`src/rtl/div_pkg.sv`:
```
// div_pkg: shared definitions for the RV32M sequential divider.
//   - div_state_e : sequencing FSM states
//   - DIV_Q/DIV_R/DIV_S : bit positions inside the 3-bit div_op
//   - DIV_STEPS, INT_MIN, ALL_ONES : datapath constants
//   - abs32() : conditional two's-complement magnitude
package div_pkg;

    typedef enum logic [2:0] {
        ST_IDLE,
        ST_PREP,
        ST_CALC,
        ST_FIX,
        ST_DONE
    } div_state_e;

    localparam int DIV_Q = 2;   // quotient requested
    localparam int DIV_R = 1;   // remainder requested
    localparam int DIV_S = 0;   // signed operation

    localparam int          DIV_STEPS = 32;
    localparam logic [31:0] INT_MIN   = 32'h8000_0000;
    localparam logic [31:0] ALL_ONES  = 32'hFFFF_FFFF;

    // Magnitude of v when en is set and v is negative; INT_MIN maps onto
    // itself, which is the correct unsigned magnitude.
    function automatic logic [31:0] abs32(input logic [31:0] v, input logic en);
        return (en && v[31]) ? (~v + 32'd1) : v;
    endfunction

endpackage

```
`src/rtl/div_seq_unit_clz32.sv`:
```
// clz32: combinational count-leading-zeros of a 32-bit word.
// Ports:
//   a   in  32  value to scan
//   cnt out 6   number of leading zeros, 32 when a == 0
module clz32 (
    input  logic [31:0] a,
    output logic [5:0]  cnt
);

    // Scan from LSB to MSB; the highest set bit is the last to write cnt.
    always_comb begin
        cnt = 6'd32;
        for (int i = 0; i < 32; i++) begin
            if (a[i]) cnt = 6'(31 - i);
        end
    end

endmodule

```
`src/rtl/div_seq_unit.sv`:
```
// div_seq_unit: multi-cycle radix-2 restoring divider for the RV32M execute
// stage. Accepts {div, rem, signed} ops, handles divide-by-zero and signed
// overflow in the prep cycle, and returns one 32-bit result under valid/ready.
//
// Ports:
//   clk, rst          clock, synchronous active-high reset
//   flush             kill any in-flight operation (result register retained)
//   in_valid/in_ready request handshake; in_ready only in IDLE
//   div_op[2:0]       {quotient, remainder, signed}
//   src1, src2        dividend, divisor
//   out_valid/out_ready result handshake; result held while out_valid
//   result            quotient or remainder
//   busy              FSM not in IDLE
//
// Build option: DIV_EARLY_OUT_EN skips the leading-zero iterations of the
// dividend using clz32 (latency 3 + significant bits, identical results).
module div_seq_unit
    import div_pkg::*;
#(
    parameter int XLEN = 32
) (
    input  logic            clk,
    input  logic            rst,
    input  logic            flush,
    input  logic            in_valid,
    output logic            in_ready,
    input  logic [2:0]      div_op,
    input  logic [XLEN-1:0] src1,
    input  logic [XLEN-1:0] src2,
    output logic            out_valid,
    input  logic            out_ready,
    output logic [XLEN-1:0] result,
    output logic            busy
);

    div_state_e  state_q, state_d;

    logic [2:0]  op_q;
    logic [31:0] a_q, b_q;       // raw latched operands
    logic [31:0] dsr_q;          // divisor magnitude
    logic [31:0] rem_q;          // partial remainder (upper half of shifter)
    logic [31:0] quo_q;          // dividend bits shifting out, quotient in
    logic [5:0]  cnt_q, steps_q;
    logic        q_neg_q, r_neg_q;
    logic [31:0] result_q;

    logic        accept;
    logic        is_signed;
    logic [31:0] a_mag, b_mag;
    logic        div_zero, ovf;
    logic [31:0] prep_dvd;
    logic [5:0]  prep_steps;
    logic        skip_calc;
    logic        last_step;

    // ---------------------------------------------------------------
    // Prep-cycle operand analysis (operates on latched operands)
    // ---------------------------------------------------------------
    assign is_signed = op_q[DIV_S];
    assign a_mag     = abs32(a_q, is_signed);
    assign b_mag     = abs32(b_q, is_signed);
    assign div_zero  = (b_q == 32'd0);
    assign ovf       = is_signed && (a_q == INT_MIN) && (b_q == ALL_ONES);

`ifdef DIV_EARLY_OUT_EN
    logic [5:0] clz;

    clz32 u_clz (
        .a   (a_mag),
        .cnt (clz)
    );

    // Leading zeros of the dividend produce only zero quotient bits and
    // leave the remainder at zero, so they can be shifted past up front.
    assign prep_dvd   = a_mag << clz;
    assign prep_steps = 6'(DIV_STEPS) - clz;
    assign skip_calc  = (clz == 6'd32);
`else
    assign prep_dvd   = a_mag;
    assign prep_steps = 6'(DIV_STEPS);
    assign skip_calc  = 1'b0;
`endif

    // ---------------------------------------------------------------
    // One restoring step: 33-bit trial subtract so the shifted-out
    // remainder MSB is not lost.
    // ---------------------------------------------------------------
    logic [32:0] rem_sh, diff;
    logic        q_bit;
    logic [31:0] step_rem;

    assign rem_sh   = {rem_q, quo_q[31]};
    assign diff     = rem_sh - {1'b0, dsr_q};
    assign q_bit    = ~diff[32];
    assign step_rem = q_bit ? diff[31:0] : rem_sh[31:0];
    assign last_step = (cnt_q == steps_q - 6'd1);

    // ---------------------------------------------------------------
    // Sign fix-up and result select
    // ---------------------------------------------------------------
    logic [31:0] q_fix, r_fix, fix_result;
    logic        sel_rem;

    // Remainder only when it alone is requested; any other nonzero op
    // returns the quotient.
    assign sel_rem    = op_q[DIV_R] && !op_q[DIV_Q];
    assign q_fix      = (q_neg_q && quo_q != 32'd0) ? (~quo_q + 32'd1) : quo_q;
    assign r_fix      = (r_neg_q && rem_q != 32'd0) ? (~rem_q + 32'd1) : rem_q;
    assign fix_result = sel_rem ? r_fix : q_fix;

    assign accept = in_valid && in_ready && !flush && (div_op != 3'd0);

    // ---------------------------------------------------------------
    // FSM: state register
    // ---------------------------------------------------------------
    always_ff @(posedge clk) begin
        if (rst) state_q <= ST_IDLE;
        else     state_q <= state_d;
    end

    // ---------------------------------------------------------------
    // FSM: next state
    // ---------------------------------------------------------------
    always_comb begin
        state_d = state_q;
        case (state_q)
            ST_IDLE: if (accept) state_d = ST_PREP;
            ST_PREP: begin
                if (div_zero || ovf) state_d = ST_DONE;
                else if (skip_calc)  state_d = ST_FIX;
                else                 state_d = ST_CALC;
            end
            ST_CALC: if (last_step) state_d = ST_FIX;
            ST_FIX:  state_d = ST_DONE;
            ST_DONE: if (out_ready) state_d = ST_IDLE;
            default: state_d = ST_IDLE;
        endcase
        // Flush overrides accept and the output handshake alike.
        if (flush) state_d = ST_IDLE;
    end

    // ---------------------------------------------------------------
    // FSM: outputs
    // ---------------------------------------------------------------
    always_comb begin
        in_ready  = (state_q == ST_IDLE);
        busy      = (state_q != ST_IDLE);
        out_valid = (state_q == ST_DONE);
    end

    // ---------------------------------------------------------------
    // Datapath
    // ---------------------------------------------------------------
    always_ff @(posedge clk) begin
        if (rst) begin
            op_q     <= 3'd0;
            a_q      <= 32'd0;
            b_q      <= 32'd0;
            dsr_q    <= 32'd0;
            rem_q    <= 32'd0;
            quo_q    <= 32'd0;
            cnt_q    <= 6'd0;
            steps_q  <= 6'd0;
            q_neg_q  <= 1'b0;
            r_neg_q  <= 1'b0;
            result_q <= 32'd0;
        end else begin
            if (accept) begin
                op_q <= div_op;
                a_q  <= src1;
                b_q  <= src2;
            end
            case (state_q)
                ST_PREP: begin
                    q_neg_q <= is_signed && (a_q[31] ^ b_q[31]);
                    r_neg_q <= is_signed && a_q[31];
                    dsr_q   <= b_mag;
                    rem_q   <= 32'd0;
                    quo_q   <= prep_dvd;
                    cnt_q   <= 6'd0;
                    steps_q <= prep_steps;
                    // Special cases resolve here; a flushed op never
                    // disturbs the previously delivered result.
                    if (!flush) begin
                        if (div_zero)
                            result_q <= sel_rem ? a_q : ALL_ONES;
                        else if (ovf)
                            result_q <= sel_rem ? 32'd0 : INT_MIN;
                    end
                end
                ST_CALC: begin
                    rem_q <= step_rem;
                    quo_q <= {quo_q[30:0], q_bit};
                    cnt_q <= cnt_q + 6'd1;
                end
                ST_FIX: begin
                    if (!flush) result_q <= fix_result;
                end
                default: ;
            endcase
        end
    end

    assign result = result_q;

endmodule

```
`config.mk`:
```
export PLATFORM = sky130hd
export DESIGN_NAME = div_seq_unit
export DESIGN_NICKNAME = d
export VERILOG_FILES = /design/src/rtl/div_pkg.sv /design/src/rtl/div_seq_unit_clz32.sv /design/src/rtl/div_seq_unit.sv
export SDC_FILE = /design/constraint.sdc
export NUM_CORES = 1
export LEC_CHECK = 0
export ABC_AREA = 1
export CAP_MARGIN = 10
export CORE_MARGIN = 4
export CORE_UTILIZATION = 35
export CTS_CLUSTER_DIAMETER = 40
export DETAILED_ROUTE_END_ITERATION = 8
export PLACE_DENSITY = 0.53
export SETUP_SLACK_MARGIN = 0.05
export SYNTH_ARGS = -nofsm -noshare
export SYNTH_HDL_FRONTEND = slang
export SYNTH_SLANG_ARGS = --single-unit
```
`constraint.sdc`:
```
create_clock -name clk -period 3 [get_ports clk]
set_clock_uncertainty 0.15 [all_clocks]
set_input_delay 0.45 -clock clk [delete_from_list [all_inputs] [get_ports clk]]
set_output_delay 0.45 -clock clk [all_outputs]
set_load 0.03 [all_outputs]
```
After elaboration in Yosys (flattened, before gate mapping)

Cells that the tools add are included.

Word-level logic and storage cells: 84
Flip-flop bits (word level): 207

Reduce and logical (&&, ||, !) cells: 25
Bitwise logic cells: 6
Mux-type cells: 21
$add $sub $neg: 7
Eq/ne operators: 13

Operators by type and width:

| kind                                                                   | count |
|---|---|
| 32-bit two-way mux                                                     | 12 |
| 32-bit case mux with 2 select lines                                    | 3 |
| 32-bit by 1-bit adder with 32-bit output (second input constant)       | 4 |
| 32-bit inverter                                                        | 4 |
| 32-bit equality test (second input constant)                           | 2 |
| 32-bit nonzero test                                                    | 2 |
| 33-bit by 32-bit subtractor with 33-bit output                         | 1 |
| 32-bit logical NOT                                                     | 1 |
| 3-bit case mux with 5 select lines                                     | 1 |
| 3-bit two-way mux                                                      | 4 |
| 6-bit case mux with 2 select lines                                     | 1 |
| 1-bit logical AND                                                      | 11 |
| 6-bit by 1-bit adder with 6-bit output (second input constant)         | 1 |
| 3-bit by 2-bit equality test with 1-bit output (second input constant) | 2 |
| 6-bit equality test                                                    | 1 |
| 2-bit != test (second input constant)                                  | 3 |
| 3-bit nonzero test                                                     | 2 |
| 6-bit by 1-bit subtractor with 6-bit output (second input constant)    | 1 |
| 2-bit by 1-bit != test with 1-bit output (second input constant)       | 2 |
| 4-bit AND reduction                                                    | 1 |
| 2-bit nonzero test                                                     | 2 |
| 3-bit by 1-bit equality test with 1-bit output (second input constant) | 1 |
| 3-bit equality test (second input constant)                            | 1 |
| 3-bit logical NOT                                                      | 1 |
| 7 further kinds                                                        | 8 |

Longest topological paths before layout

Depth in word-level cells: 7
Depth in mapped cells: 18
Gate-level depth less buffers: 17

Least setup slack after synthesis

Ideal clock, no wire load.

Path type: reg2reg
From: reg quo_q[31]
To: reg rem_q[0]
Stages on the path, launching flop included: 18
Path slack: 491 ps
Data required time: 2718 ps
Arrival time: 2227 ps
Path through: dfxtp_1 inv_1 ha_1 fa_1 inv_1 nand2_1 nand2_1 nand3_1 nand2_1 nand2_1 nand2_1 nand2_1 nand3_1 buf_2 buf_2 nand3_1 nand3_1 a21oi_1

Word-level cells in the longest chain between the ends: 3

RTL lines:

| what                                           | line                | RTL |
|---|---|---|
| start, declared                                | div_seq_unit.sv:42  | `logic [31:0] quo_q;` |
| start signal, assigned                         | div_seq_unit.sv:179 | `quo_q <= prep_dvd;` |
| start signal, assigned                         | div_seq_unit.sv:193 | `quo_q <= {quo_q[30:0], q_bit};` |
| 33-bit by 32-bit subtractor with 33-bit output | div_seq_unit.sv:93  | `assign diff = rem_sh - {1'b0, dsr_q};` |
| 32-bit two-way mux (*)                         | div_seq_unit.sv:95  | `assign step_rem = q_bit ? diff[31:0] : rem_sh[31:0];` |
| 32-bit case mux with 2 select lines (*)        | div_seq_unit.sv:173 | `case (state_q)` |
| end signal, assigned                           | div_seq_unit.sv:192 | `rem_q <= step_rem;` |
| end, declared                                  | div_seq_unit.sv:41  | `logic [31:0] rem_q;` |

Mark *: on every way between the ends. The rest lies on a longest branch, timed or not.
A chain may end at the register's enable or synchronous reset.

Worst setup path in the final report

From: reg dsr_q[10]
To: reg rem_q[7]

Word-level cells in the longest chain between the ends: 3

RTL lines:

| what                                           | line                | RTL |
|---|---|---|
| start, declared                                | div_seq_unit.sv:40  | `logic [31:0] dsr_q;` |
| start signal, assigned                         | div_seq_unit.sv:177 | `dsr_q <= b_mag;` |
| 33-bit by 32-bit subtractor with 33-bit output | div_seq_unit.sv:93  |  |
| 32-bit two-way mux                             | div_seq_unit.sv:95  |  |
| 32-bit case mux with 2 select lines            | div_seq_unit.sv:173 |  |

Every way passes these cells.

==> flow_metrics.env <==
export IMPL_rows=77
export IMPL_clockPowerShare=0.463
export IMPL_firstDrtPassIters=5
export IMPL_fin_area_um2=19000
export IMPL_hp_class="in -> reg"
export IMPL_synth_seq_area_share=0.265
export IMPL_dpl_worst_slack_ns=0.169
export IMPL_place_congestion=0.991
export IMPL_die_w_um=219
export IMPL_status="finished, final reports clean"
export IMPL_max_vdd_ir_drop_v=0.000316
export IMPL_syn_num_nets=2865
export IMPL_crit_top_cell="nand2_1"
export IMPL_async_reset_ff_frac=0
export IMPL_synth_edff_count=0
export IMPL_critPathBufInv=3
export IMPL_worst_pin_slew_ns=1.06
export IMPL_cts_setup_buffers=0
export IMPL_drc=0
export IMPL_p_seq_frac=0.281
export IMPL_die_area_um2=48100
export IMPL_layout_drive_gt1_share=0.0602
export IMPL_antenna_found_initial=0
export IMPL_grt_max_degree=90
export IMPL_crit_chain="inv_1 > ha_1 > nand2_1 > inv_1 > nand2_1 > nor2_1 > nand2_1 > nand2_1 > nand2_1 > nand2_1 > nand2_1 > nand2_2 > clkbuf_16 > nand2_1 > nand3_1 > a21oi_1"
export IMPL_swShare=0.346
export IMPL_intPower_w=0.00693
export IMPL_synthesis_instances=2754
export IMPL_power_density_nw_per_um2=556
export IMPL_ys_ff_latch=207
export IMPL_whs_ns=0.297
export IMPL_multiInputGateArea_um2=9610
export IMPL_num_fill_cells=4858
export IMPL_yosys_most_used_dff="dfxtp_1"
export IMPL_cap_violations=0
export IMPL_wire_per_inst_um=17.7
export IMPL_synth_most_common_cell="nand2_1"
export IMPL_synth_top_area_share=0.265
export IMPL_clk_pin_slew_worst_paths_ns=0.05
export IMPL_yosysWarnings=0
export IMPL_clock_path_buffers=3
export IMPL_worst_slack_ns=0.194
export IMPL_dieHeight_um=219
export IMPL_synth_cell_types=38
export IMPL_seqCellArea_um2=4150
export IMPL_post_dp_cell_area_um2=17500
export IMPL_synth_area_leaders="dfxtp_1 (27%), nand2_1 (20%), inv_1 (8.7%), nand3_1 (8.5%), nor2_1 (7.8%)"
export IMPL_dp_hpwl_um=48800
export IMPL_wl_um=61700
export IMPL_grt_pass1_vias=16600
export IMPL_cp_required_ns=3.23
export IMPL_fmax_mhz=356
export IMPL_drt_iter0_markers=1849
export IMPL_ios=107
export IMPL_htree_levels=2
export IMPL_avgSynthCellArea_um2=5.67
export IMPL_cpLargestDelayFamily="simple AND/OR/NAND/NOR gates"
export IMPL_tns_ns=0
export IMPL_via_per_inst=5.15
export IMPL_cts_tree="built"
export IMPL_start_util=0.353
export IMPL_nets=2967
export IMPL_grt_pass1_wl_um=95400
export IMPL_finalCriticalPeriod_ns=2.81
export IMPL_worst_path_largest_cell_delay_ns=0.43
export IMPL_rsz0062_at_grt="false"
export IMPL_endpoint_kind="flip-flop"
export IMPL_start_kind="flip-flop"
export IMPL_syn_area_um2=15600
export IMPL_critPathArrivalTime_ns=3.04
export IMPL_drtAntennaViolNets=0
export IMPL_crit_fanout=15
export IMPL_synth_top_cells_by_count="nand2_1 (841), inv_1 (363), nor2_1 (324)"
export IMPL_cts_inserted_buffers=42
export IMPL_p_switching_w=0.00366
export IMPL_slew_headroom=0.295
export IMPL_num_vias=17900
export IMPL_hold_viol_final=0
export IMPL_pwr_share_comb=0.256
export IMPL_overflow=0
export IMPL_clk_latency_ns=0.58
export IMPL_worstSetupPathType="reg -> reg"
export IMPL_yosysTopAreaCell="dfxtp_1"
export IMPL_slowest_stage="ha_1"
export IMPL_drv_slew=0
export IMPL_cts_sinks=207
export IMPL_grtUsageTotal=0.251
export IMPL_syn_to_final_growth_pct=21.8
export IMPL_p_total_w=0.0106
export IMPL_power_leakage_nw=9.11
export IMPL_antenna_cells=0
export IMPL_min_period_over_period=0.935
export IMPL_cts_root_buffer="clkbuf_16"
export IMPL_setup_viol=0
export IMPL_core_area_um2=44200
export IMPL_io_buffers=106
## power groups by stage
stage                     clock network, W  registers, W  logic (W)
after global placement                   0       0.00302    0.00261
after detailed placement                 0       0.00303    0.00262
after CTS                          0.00496       0.00297    0.00263
after floorplan                          0       0.00299    0.00176
after global routing               0.00512       0.00299    0.00302
final                              0.00490       0.00298    0.00271
## worst paths after layout
kind                            endpoint      start  cells after the start  slack [ns]
worst max-delay path            rem_q[7]  dsr_q[10]                     16        0.19
worst min-delay path             op_q[0]  div_op[0]                      3        0.30
worst max register to register  rem_q[7]  dsr_q[10]                     16        0.19
worst min register to register   op_q[2]    op_q[2]                      2        0.31
## sequential cells by signal, summed over array words and instances (netlist names)
name     cells
r_neg_q      1
cnt_q        6
q_neg_q      1
steps_q      1
a_q         32
rem_q       32
state_q      3
op_q         3
dsr_q       32
result      32
quo_q       32
b_q         32
## cell type report
cell class	count	area share
tap	592	0.0389
sequential	207	0.218
inverter	376	0.0742
multi-input combinational	2057	0.505
clock buffer	51	0.0596
timing repair buffer	172	0.0865
clock inverter	27	0.0185
## cell usage in the layout, fill, tap and decap left out, types with 9 or more instances in the layout
cell type / Yosys / final
a21oi_1: 201 / 201
a31oi_1: 24 / 24
buf_4: 0 / 58
clkbuf_16: 0 / 43
clkdlybuf4s50_1: 0 / 105
dfxtp_1: 207 / 206
ha_1: 38 / 38
inv_1: 363 / 362
inv_2: 12 / 12
nand2_1: 841 / 839
nand3_1: 264 / 264
nand4_1: 52 / 52
nor2_1: 324 / 323
nor3_1: 27 / 27
o211ai_1: 9 / 9
o21ai_0: 154 / 154
o21bai_1: 9 / 9
o22ai_1: 13 / 13
xnor2_1: 14 / 14
xor2_1: 36 / 36
## layer usage
layer  global-route usage  wire [µm]
met1                0.380      30400
met2                0.372      25800
met3               0.0377       4210
met4               0.0600       1390
met5                    0          0
## worst reg2reg max path, stage by stage (launching register included)
cell	delay (ns)
dfxtp_1	0.32
inv_1	0.15
ha_1	0.44
nand2_1	0.08
inv_1	0.11
nand2_1	0.15
nor2_1	0.17
nand2_1	0.07
nand2_1	0.10
nand2_1	0.09
nand2_1	0.08
nand2_1	0.11
nand2_2	0.16
clkbuf_16	0.21
nand2_1	0.06
nand3_1	0.08
a21oi_1	0.07
## metrics by stage
stage / util / instances
2_1_floorplan: - / 2754
3_3_place_gp: 0.396 / 3403
3_5_place_dp: 0.396 / 3403
4_1_cts: 0.430 / 3481
5_1_grt: 0.431 / 3482
6_report: 0.431 / 3482
## what timing repair did
action                                 in CTS  in global routing
hold buffers                                0                  0
resized for setup                           0                  4
setup endpoints to repair                   0                 29
endpoints found under the hold margin       0                  0
## logic make-up after synthesis
family                   Yosys count  share of synthesized area
AO/OA/AOI/OAI                    429                      0.146
adder cells (fa/ha/maj)           39                     0.0317
XOR/XNOR                          50                     0.0280
AND/OR/NAND/NOR                 1539                      0.408
flip-flops                       207                      0.265
buffers and inverters            490                      0.121
No activity file was read; power rests on OpenSTA's default activity.
